<file path="src/rtl/aes_subshift_seq_pkg.sv">
// aes_subshift_seq_pkg: shared constants, FSM state type and ShiftRows index mapping
package aes_subshift_seq_pkg;
   localparam int AES_BYTES = 16;
   localparam int IDX_W = 4;
   typedef enum logic [1:0] {IDLE, RUN, DONE} state_t;
   // Byte index is column-major (idx = 4*col + row); row r rotates left by r columns.
   function automatic logic [IDX_W-1:0] shiftrows_dest(input logic [IDX_W-1:0] idx);
      logic [1:0] c;
      c = idx[3:2] - idx[1:0];
      return {c, idx[1:0]};
   endfunction
endpackage

</file>
<file path="src/rtl/aes_subshift_seq_if.sv">
// aes_subshift_seq_if: request/result bus of the SubBytes+ShiftRows engine
//   start     : single-cycle request, accepted only when busy=0
//   state_in  : 128-bit input state, byte i = state_in[127-8i -: 8]
//   busy      : engine occupied (RUN or DONE)
//   done      : one-cycle pulse, state_out valid
//   state_out : 128-bit result state, same byte ordering
interface aes_subshift_seq_if;
   logic         start;
   logic [127:0] state_in;
   logic         busy;
   logic         done;
   logic [127:0] state_out;
   modport master (output start, state_in, input busy, done, state_out);
   modport slave (input start, state_in, output busy, done, state_out);
endinterface

</file>
<file path="src/rtl/aes_subshift_seq.sv">
// aes_subshift_seq: byte-serial SubBytes (+ optional ShiftRows) through an external shared S-box
//   clk         : system clock
//   rst_n       : synchronous active-low reset
//   bus         : request/result interface (slave side)
//   sbox_a      : byte presented to the external S-box, 0 when not running
//   sbox_result : combinational S-box output for sbox_a
module aes_subshift_seq
   import aes_subshift_seq_pkg::*;
#(
   parameter bit SHIFTROWS_EN = 1'b1
) (
   input  logic              clk,
   input  logic              rst_n,
   aes_subshift_seq_if.slave bus,
   output logic [7:0]        sbox_a,
   input  logic [7:0]        sbox_result
);
   state_t           st;
   logic [IDX_W-1:0] cnt;
   logic [127:0]     st_reg;
   logic [127:0]     out_reg;
   logic             busy;
   logic             done;
   logic [IDX_W-1:0] dest;
   assign dest = SHIFTROWS_EN ? shiftrows_dest(cnt) : cnt;
   // Only drive the S-box while running so the shared ISE input stays quiet otherwise.
   assign sbox_a = (st == RUN) ? st_reg[8*(4'd15 - cnt) +: 8] : 8'h00;
   assign bus.busy = busy;
   assign bus.done = done;
   assign bus.state_out = out_reg;
   always_ff @(posedge clk) begin
      if (!rst_n) begin
         st <= IDLE;
         cnt <= '0;
         st_reg <= '0;
         out_reg <= '0;
         busy <= 1'b0;
         done <= 1'b0;
      end else begin
         case (st)
            IDLE: if (bus.start) begin
               st_reg <= bus.state_in;
               cnt <= '0;
               busy <= 1'b1;
               st <= RUN;
            end
            RUN: begin
               out_reg[8*(4'd15 - dest) +: 8] <= sbox_result;
               cnt <= cnt + 1'b1;
               if (cnt == 4'd15) begin
                  done <= 1'b1;
                  st <= DONE;
               end
            end
            default: begin
               done <= 1'b0;
               busy <= 1'b0;
               st <= IDLE;
            end
         endcase
      end
   end
endmodule

</file>
<file path="src/flat_wrapper.sv">
// flat-port wrapper written by rule: the top's interface ports become plain ports
module aes_subshift_seq_flat import aes_subshift_seq_pkg::*;
#(
   parameter bit SHIFTROWS_EN = 1'b1
)
  (clk, rst_n, sbox_a, sbox_result, bus_start, bus_state_in, bus_busy, bus_done, bus_state_out);
  aes_subshift_seq_if bus_i ();
  input  logic clk;
  input  logic rst_n;
  output logic [7:0] sbox_a;
  input  logic [7:0] sbox_result;
  input wire logic [$bits(bus_i.start)-1:0] bus_start;
  input wire logic [$bits(bus_i.state_in)-1:0] bus_state_in;
  output wire logic [$bits(bus_i.busy)-1:0] bus_busy;
  output wire logic [$bits(bus_i.done)-1:0] bus_done;
  output wire logic [$bits(bus_i.state_out)-1:0] bus_state_out;
  assign bus_i.start = bus_start;
  assign bus_i.state_in = bus_state_in;
  assign bus_busy = bus_i.busy;
  assign bus_done = bus_i.done;
  assign bus_state_out = bus_i.state_out;
  aes_subshift_seq #(.SHIFTROWS_EN(SHIFTROWS_EN)) u_core (.clk(clk), .rst_n(rst_n), .bus(bus_i), .sbox_a(sbox_a), .sbox_result(sbox_result));
endmodule
</file>
<file path="config.mk">
export PLATFORM = sky130hd
export DESIGN_NAME = aes_subshift_seq_flat
export DESIGN_NICKNAME = d
export VERILOG_FILES = /design/src/rtl/aes_subshift_seq_pkg.sv /design/src/rtl/aes_subshift_seq_if.sv /design/src/rtl/aes_subshift_seq.sv /design/src/flat_wrapper.sv
export SDC_FILE = /design/constraint.sdc
export NUM_CORES = 1
export LEC_CHECK = 0
export BUFFER_PORTS_ARGS = -buffer_cell sky130_fd_sc_hd__clkbuf_2
export CAP_MARGIN = 25
export CORE_MARGIN = 4
export CORE_UTILIZATION = 40
export DETAILED_ROUTE_END_ITERATION = 16
export GPL_TIMING_DRIVEN = 1
export PLACE_DENSITY = 0.65
export REMOVE_ABC_BUFFERS = 1
export SYNTH_ARGS = -nofsm -noshare
export SYNTH_HDL_FRONTEND = slang
export SYNTH_SLANG_ARGS = --single-unit
</file>
<file path="constraint.sdc">
create_clock -name clk -period 3.45 [get_ports clk]
set_clock_uncertainty 0.2 [all_clocks]
set_input_delay 0.345 -clock clk [delete_from_list [all_inputs] [get_ports clk]]
set_output_delay 0.345 -clock clk [all_outputs]
set_load 0.02 [all_outputs]
</file>
==> results of run 1 <==
-- cell type report --
class | count | area (um^2) | share of cell area, %
Clock buffer | 41 | 851 | 5.73
Clock inverter | 11 | 135 | 0.909
Inverter | 6 | 25.0 | 0.168
Multi-Input combinational cell | 835 | 5230 | 35.2
Sequential cell | 264 | 5290 | 35.6
Tap cell | 341 | 427 | 2.87
Timing Repair Buffer | 427 | 2900 | 19.5
-- repair_timing --
action	4_1_cts	5_1_grt
hold buffers	137	0
hold endpoints to repair	137	0
gates resized for setup	0	1
setup endpoints to repair	0	4
-- critical path: stages, from the launching register on --
cell and delay, ns:
dfxtp_4 0.39, buf_6 0.47, mux4_2 0.57, mux2i_1 0.19, o22ai_1 0.14, clkbuf_2 0.21
-- cells in the mapped netlist --
master,number,area (um^2)
nor4_1,1,6.26
o21a_1,1,7.51
inv_2,1,3.75
a2111oi_4,2,55.1
and4b_1,3,30.0
a211oi_1,1,7.51
nor2_1,41,154
a2111oi_2,1,15.0
buf_6,1,11.3
nand3_1,12,60.1
nand2_1,380,1430
and2_1,16,100
nand4_1,3,18.8
inv_1,5,18.8
buf_1,8,30.0
nand2b_1,4,25.0
buf_4,2,15.0
a21oi_1,139,696
nand4_2,3,37.5
o22ai_1,8,50.1
and4_1,2,17.5
a21boi_0,2,15.0
o21ai_0,2,10.0
a31o_2,1,8.76
mux4_2,32,721
a31oi_1,1,6.26
ha_1,6,75.1
xnor2_1,2,17.5
buf_2,13,65.1
and3b_1,1,8.76
mux2i_1,144,1440
clkbuf_1,63,236
or2_2,1,6.26
dfxtp_1,264,5290
xor3_2,1,25.0
o21ai_2,1,8.76
nor3b_1,2,15.0
nand4b_1,4,35.0
nor2b_1,18,113
-- cells by family (layout without fill, tap and decap cells) --
group / Yosys count / count (layout) / share of synthesized area [%]
AOI/OAI and AO/OA: 159 / 159 / 8.09
xor gates and xnor gates: 3 / 3 / 0.391
DFF: 264 / 264 / 48.6
adders and majority gates: 6 / 6 / 0.690
muxes: 176 / 176 / 19.9
buffers and inverters: 93 / 485 / 3.50
and+or+nand+nor: 491 / 491 / 18.9
-- metrics by stage --
step           setup TNS (ns)  instances
6_report                    0       1925
5_1_grt                     0       1925
4_1_cts                     0       1925
3_5_place_dp                0       1736
3_3_place_gp                0       1736
2_1_floorplan         -654.12       1105
-- final timing paths --
path,startpoint,to,cells after the start,slack (ns)
min reg2reg,u_core.st_reg[63],u_core.st_reg[63],2,0.25
max,u_core.cnt[0],sbox_a[7],5,0.34
min,rst_n,u_core.bus.state_out[99],3,0.11
max reg2reg,u_core.cnt[3],u_core.bus.state_out[1],5,0.47
-- routing by layer --
| metal | GRT usage (%) | part of all wire, % | vias to the layer above |
|---|---|---|---|
| met2 | 36.6 | 48 | 373 |
| met1 | 27.5 | 43 | 4569 |
| li1 | - | - | 4758 |
| met5 | 0 | 0 | - |
| met3 | 3.91 | 6.0 | 49 |
| met4 | 5.22 | 2.4 | 0 |
-- where the power goes --
part / switching (mW) / internal [mW]
Combinational: 0.434 / 0.362
Clock: 1.24 / 1.93
Sequential: 0.0545 / 3.15
Total: 1.72 / 5.45
==> impl_metrics.json, run 1 <==
{
  "status": "completed",
  "start_util_pct": 40.5,
  "setup_viol": 0,
  "synth_seq_cells": 264,
  "start_kind": "flip-flop",
  "worst_pin_slew_ns": 0.835,
  "postSynthCellCount": 1192,
  "cp-end-kind": "output pin",
  "wirelength_mm": 32.9,
  "final_cell_mix": "nand2_1 (380), clkbuf_2 (275), dfxtp_1 (262)",
  "worst_slack_ns": 0.341,
  "post-route-min-period_ns": 3.11,
  "antenna_found_initial": 0,
  "die_w_um": 173,
  "final_common_cell": "nand2_1",
  "cp.required_ns": 2.90,
  "drcViolationCount": 0,
  "syn_to_final_growth_pct": 36.6,
  "pre_cts_slack_ns": 0.522,
  "die_area_um2": 29900,
  "timing.fmax_mhz": 322,
  "cts_tree": "done",
  "root_buffer": "clkbuf_16",
  "cp_max_fo": 43,
  "slew_viol_final": 0,
  "cts_inserted_buffers": 29,
  "hold-worst-slack_ns": 0.112,
  "final_layout_size_suffix_gt1_share_pct": 24.4,
  "avgRoutedWirePerCell_um": 17.1,
  "hold_viol": 0,
  "final_antenna_net_count": 0,
  "fin_nets": 1708,
  "coreArea_um2": 26900,
  "grt_pass1_wl_mm": 52.8,
  "max_cap_viol_count": 0,
  "cts.sinks": 264,
  "globalplace.congestion": 0.773,
  "leakage_nw": 6.62,
  "yosys_warnings": 0,
  "clk_path_buf_depth": 3,
  "ir_worst_vdd_mv": 0.329,
  "hold_path.class": "input port to flip-flop",
  "relSlewSlack_pct": 44.3,
  "grt_pass1_vias": 9917,
  "post-cts-setup-buffers": 0,
  "rows": 60,
  "die_h_um": 173,
  "fillers": 2322,
  "diodes": 0,
  "drt-vias-per-instance": 5.06,
  "dr.pass1.iters": 7,
  "power.density_nw_per_um2": 483,
  "arrival_ns": 2.56,
  "htreeDepth": 1,
  "power_mw": 7.17,
  "placed_area_um2": 12500,
  "syn_area_um2": 10900,
  "drtIter0Drc": 531,
  "dp_hpwl_mm": 20.4,
  "grt_max_degree": 129,
  "num_io_pins": 277,
  "via_count": 9749,
  "grt.overflow.total": 0,
  "clkLatencyLatePin_ns": 0.52,
  "grt_usage_pct": 21.1,
  "synth_cell_type_count": 39,
  "crit_type": "flip-flop to output pin",
  "largest_reg_flops": 130,
  "finalCoreUtilization_pct": 55.3,
  "fin_crit_sh_pct": 90.1,
  "ys_seq_area_share_pct": 48.6,
  "io_buffers": 276,
  "fin_area_um2": 14900,
  "rsz0062_at_grt": "false",
  "clk_pin_slew_ns": 0.06,
  "avgSynthCellArea_um2": 9.13
}
No activity file was read; power rests on OpenSTA's default activity.
==> inputs of run 2 (changes only) <==
Settings changed: ABC_AREA from default to 1.
==> run 2 against run 1 <==
Design area up 2.6%. Via count up 19%. Sequential share of layout area down 0.93 points. Hold slack worse by 0.031 ns. Cell count up 18%. Flip-flop and latch count unchanged. Clock-buffer cell count unchanged.
==> impl_metrics.json, run 2 <==
{
  "root_buffer": "clkbuf_16",
  "ctsResizeCount": 0,
  "num_io_pins": 277,
  "fin_crit_sh_pct": 92.2,
  "yosys_warnings": 0,
  "synth_cell_type_count": 35,
  "reg2reg_to": "u_core.bus.state_out[78]",
  "fin_nets": 2044,
  "htreeDepth": 1,
  "critPathLaunch": "u_core.cnt[0]",
  "synth_flop_cell": "dfxtp_1",
  "rsz0062_at_grt": "false",
  "ys_async_sr_fraction_pct": 0,
  "cp.required_ns": 2.90,
  "worstSetupEndpoint": "sbox_a[0]",
  "syn_area_um2": 11000,
  "yosysMostFrequentCell": "nor2_1",
  "power_mw": 7.67,
  "r2r_slack_ns": 0.48,
  "post-route-min-period_ns": 3.18,
  "wirelength_mm": 36.4,
  "status": "completed",
  "final_common_cell": "nor2_1",
  "ir_worst_vdd_mv": 0.320,
  "power.density_nw_per_um2": 503,
  "grt_pass1_wl_mm": 58.4,
  "rows": 60,
  "busiest_layer": "met2",
  "io_buffers": 276,
  "hold_viol": 0,
  "drtIter0Drc": 867,
  "die_w_um": 174,
  "via_count": 11632,
  "post-cts-setup-buffers": 0,
  "clkLatencyLatePin_ns": 0.54,
  "reg2reg_from": "u_core.cnt[0]",
  "worst_pin_slew_ns": 0.755,
  "arrival_ns": 2.64,
  "clk_path_buf_depth": 3,
  "grt_max_degree": 130,
  "synth_area_leaders": "dfxtp_1 (48%), nor2_1 (17%), o21ai_0 (13%)",
  "coreArea_um2": 27000,
  "slew_viol_final": 0,
  "cp_max_fo": 65,
  "dp_hpwl_mm": 22.4,
  "setup_viol": 0,
  "start_util_pct": 40.7,
  "relSlewSlack_pct": 49.7,
  "die_area_um2": 30200,
  "clk_pin_slew_ns": 0.06,
  "largest_reg_flops": 130,
  "r2r_cells": 10,
  "gr-usage-met2_pct": 38.0,
  "avgRoutedWirePerCell_um": 16.1,
  "final_layout_size_suffix_gt1_share_pct": 20.6,
  "synth_seq_cells": 264,
  "use_met3_pct": 3.96,
  "cts.sinks": 264,
  "avgSynthCellArea_um2": 7.30,
  "die_h_um": 174,
  "final_antenna_net_count": 0,
  "syn_to_final_growth_pct": 38.5,
  "antenna_found_initial": 1,
  "cts_inserted_buffers": 29,
  "leakage_nw": 7.02,
  "netlist_top_cells_count": "nor2_1 (493), o21ai_0 (287), dfxtp_1 (264)",
  "netlist.area_leader.share_pct": 48.0,
  "final_cell_mix": "nor2_1 (492), o21ai_0 (287), clkbuf_2 (275)",
  "hold_path.class": "input port to flip-flop",
  "drt-vias-per-instance": 5.14,
  "grt_pass1_vias": 11307,
  "ys_seq_area_share_pct": 48.0,
  "start_kind": "flip-flop",
  "crit_type": "flip-flop to output pin",
  "max_cap_viol_count": 0,
  "globalplace.congestion": 0.842,
  "drcViolationCount": 0,
  "synth_edf_count": 0,
  "cp-end-kind": "output pin",
  "cts_tree": "done",
  "grt_usage_pct": 23.0,
  "finalCoreUtilization_pct": 56.4,
  "use_met1_pct": 30.2,
  "synth.largest_area_cell": "dfxtp_1",
  "grt.overflow.total": 0,
  "postSynthCellCount": 1508,
  "timing.fmax_mhz": 314,
  "dr.pass1.iters": 5
}
[run 2: worst min-delay path by stage]
stage	cells past startpoint	end	start
floorplan	2	u_core.bus.state_out[103]	rst_n
global placement	2	u_core.bus.busy	u_core.bus.busy
detailed placement	2	u_core.bus.busy	u_core.bus.busy
CTS	5	u_core.bus.state_out[2]	sbox_result[2]
global route	5	u_core.bus.state_out[6]	sbox_result[6]
finish	5	u_core.bus.state_out[2]	sbox_result[2]
[run 2: cell families (layout without fill, tap and decap cells)]
group           count (synthesis)  after routing  share of synthesized area (%)
fa+ha+maj                       6              6                          0.682
buf+inv                       185            598                           6.90
simple gates                  648            648                           24.8
other cells                     0              1                              0
compound gates                405            405                           19.6
flops                         264            264                           48.0
[run 2: routing by layer]
metal / vias to the layer above / wire, um
li1: 5704 / -
met1: 5414 / 15800
met2: 413 / 17000
met3: 101 / 2160
met4: 0 / 1380
met5: - / 0
[run 2: layout make-up]
cell class	count	area [um^2]
Antenna cell	1	2.50
Clock buffer	41	841
Clock inverter	12	193
Fill cell	2417	11800
Inverter	87	332
Multi-Input combinational cell	1059	4970
Sequential cell	264	5290
Tap cell	341	427
Timing Repair Buffer	458	3200
[run 2: repair_timing]
action	in CTS	in global routing
hold buffers	162	0
setup endpoints to repair	0	0
hold endpoints to repair	147	0
[run 2: stage by stage]
step                std cells  worst slack [ns]  setup TNS (ns)  area, um^2  hold WS [ns]
floorplan                1410             -3.60         -569.79       10600         0.265
finish                   2263             0.270               0       15200        0.0816
global route             2263            0.0758               0       15200         0.108
detailed placement       2045             0.501               0       12600         0.263
CTS                      2260             0.285               0       15200        0.0537
global placement         2045             0.514               0       12600         0.256
[run 2: worst max-delay path, stage by stage (launching register included)]
cell and delay (ns):
dfxtp_2 0.43, inv_2 0.10, buf_4 0.53, o21ai_0 0.18
o22ai_1 0.22, o211ai_1 0.12, a21oi_1 0.20, clkbuf_2 0.21
[run 2: where the power goes]
group	switching (mW)	internal [mW]
combinational	0.628	0.419
clock	1.26	2.06
sequential	0.0868	3.21
==> inputs of run 3 (changes only) <==
Settings changed: CAP_MARGIN 25 to 20, SETUP_SLACK_MARGIN from default to 0.5.
==> run 3 against run 2 <==
Utilization is 0.29 points higher. Routed wire length about the same. Sequential power is essentially flat. Worst setup slack gained 0.41 ns. Hold slack lost 0.0015 ns. Power is 0.16% higher. Largest power group unchanged. Highest routed layer unchanged.
==> impl_metrics.json, run 3 (synthesis gave the netlist of run 2 again) <==
{
  "cp-end-kind": "output pin",
  "io_buffers": 276,
  "clk_path_buf_depth": 3,
  "hold_viol": 0,
  "die_area_um2": 30200,
  "worst_pin_slew_ns": 0.655,
  "cts.sinks": 264,
  "p_int_mw": 5.70,
  "reg2reg_to": "u_core.bus.state_out[55]",
  "power.switching_mw": 1.98,
  "drtIter0Drc": 853,
  "clk_pin_slew_ns": 0.06,
  "setup_viol": 0,
  "relSlewSlack_pct": 56.3,
  "wirelength_mm": 36.4,
  "die_w_um": 174,
  "crit_chain": "inv_4, buf_8, o21ai_0, o221ai_1, o211ai_1, a21oi_1, clkbuf_2",
  "syn_to_final_growth_pct": 39.2,
  "final_layout_size_suffix_gt1_share_pct": 20.7,
  "holdPathStages": 5,
  "cts_tree": "done",
  "grt_pass1_wl_mm": 58.4,
  "r2r_slack_ns": 0.73,
  "drt-vias-per-instance": 5.13,
  "start_util_pct": 40.7,
  "final_cell_mix": "nor2_1 (492), o21ai_0 (287), clkbuf_2 (275)",
  "cts_inserted_buffers": 29,
  "worstHoldStart": "sbox_result[7]",
  "status": "completed",
  "power.density_nw_per_um2": 501,
  "r2r_cells": 12,
  "final_antenna_net_count": 0,
  "hold-worst-slack_ns": 0.0801,
  "reg2reg_from": "u_core.cnt[3]",
  "fin_crit_sh_pct": 80.3,
  "placed_area_um2": 12600,
  "num_io_pins": 277,
  "max_stage_delay_ns": 0.43,
  "cp_max_fo": 35,
  "rows": 60,
  "max_cap_viol_count": 0,
  "tns_ns": 0,
  "crit_slowest_cell": "dfxtp_4",
  "htreeDepth": 1,
  "globalplace.congestion": 0.842,
  "fin_nets": 2046,
  "coreArea_um2": 27000,
  "grt.overflow.total": 0,
  "hold-path-endpoint": "u_core.bus.state_out[7]",
  "drcViolationCount": 0,
  "finalCoreUtilization_pct": 56.7,
  "power_mw": 7.68,
  "via_count": 11612,
  "arrival_ns": 2.23,
  "ir_worst_vdd_mv": 0.321,
  "antenna_found_initial": 1,
  "p_seq_share_pct": 42.9,
  "cp.required_ns": 2.90,
  "power.share.clock_pct": 43.3,
  "slew_viol_final": 0,
  "crit_type": "flip-flop to output pin",
  "crit_buf_inv": 3,
  "final_common_cell": "nor2_1",
  "hold_path.class": "input port to flip-flop",
  "leakage_nw": 7.05,
  "timing.fmax_mhz": 361,
  "rsz0062_at_grt": "false",
  "die_h_um": 174,
  "grt_pass1_vias": 11311,
  "swShare_pct": 25.8,
  "dp_hpwl_mm": 22.4,
  "largest_reg_flops": 130,
  "post-route-min-period_ns": 2.77,
  "avgRoutedWirePerCell_um": 16.1,
  "pwr-share-comb_pct": 13.8,
  "fillers": 2414,
  "path_delay_family": "compound AO/OA/AOI/OAI gates",
  "grt_max_degree": 130,
  "root_buffer": "clkbuf_16",
  "grt_usage_pct": 23.0,
  "fin_area_um2": 15300,
  "clkLatencyLatePin_ns": 0.54,
  "start_kind": "flip-flop",
  "dr.pass1.iters": 8
}
run 3: changes by cell type in the layout (fill, tap and decap cells not counted), moves of 2 or more:
cell     change
dfxtp_4      +2
nor2_4       +2
buf_6        +3
buf_12       +2
nor2_2       -2
dfxtp_2      -2
buf_4        -4
run 3: worst max-delay path by stage:
stage	from	end	slack [ns]	cells after the start
global placement	u_core.cnt[1]	u_core.bus.state_out[46]	0.51	11
CTS	u_core.cnt[0]	u_core.bus.state_out[25]	0.50	11
finish	u_core.cnt[1]	sbox_a[7]	0.68	7
detailed placement	u_core.cnt[0]	u_core.bus.state_out[79]	0.50	10
global route	u_core.cnt[1]	u_core.bus.state_out[60]	0.52	12
floorplan	u_core.st[0]	u_core.st_reg[0]	-3.60	6
run 3: metal layers:
| layer | share of wire (%) | GRT usage (%) |
|---|---|---|
| met1 | 44 | 30.2 |
| met2 | 47 | 38.0 |
| met3 | 5.5 | 3.96 |
| met4 | 3.9 | 8.58 |
| met5 | 0 | 0 |
run 3: area by class of cell:
type	instances	area, um^2	area share (%)
Multi-Input combinational cell	1059	4980	32.5
Antenna cell	1	2.50	0.0163
Timing Repair Buffer	460	3260	21.2
Inverter	87	334	2.18
Tap cell	341	427	2.78
Clock inverter	12	193	1.26
Clock buffer	41	841	5.49
Sequential cell	264	5290	34.5
run 3: worst min-delay path: stages:
cell and delay (ns):
clkbuf_2 0.12, inv_1 0.10, nor2_1 0.06, nor2_1 0.09, nor3b_1 0.05
run 3: repair_timing:
action / in CTS / in global routing
pin swaps: 0 / 1
endpoints found under the setup margin: 12 / 91
hold endpoints to repair: 147 / 0
hold buffers: 162 / 0
resized for setup: 6 / 9
setup buffers: 0 / 2
run 3: stage by stage:
stage / worst slack, ns / cells
2_1_floorplan: -3.60 / 1410
3_3_place_gp: 0.514 / 2045
3_5_place_dp: 0.501 / 2045
4_1_cts: 0.499 / 2260
5_1_grt: 0.518 / 2265
6_report: 0.678 / 2265
run 3: power groups by stage:
stage	Combinational [mW]	Clock (mW)	Sequential (mW)
final	1.06	3.33	3.29
after global routing	1.18	3.51	3.31
after CTS	1.03	3.38	3.29
after detailed placement	0.864	0	3.36
after global placement	0.856	0	3.35
after floorplan	0.477	0	3.39
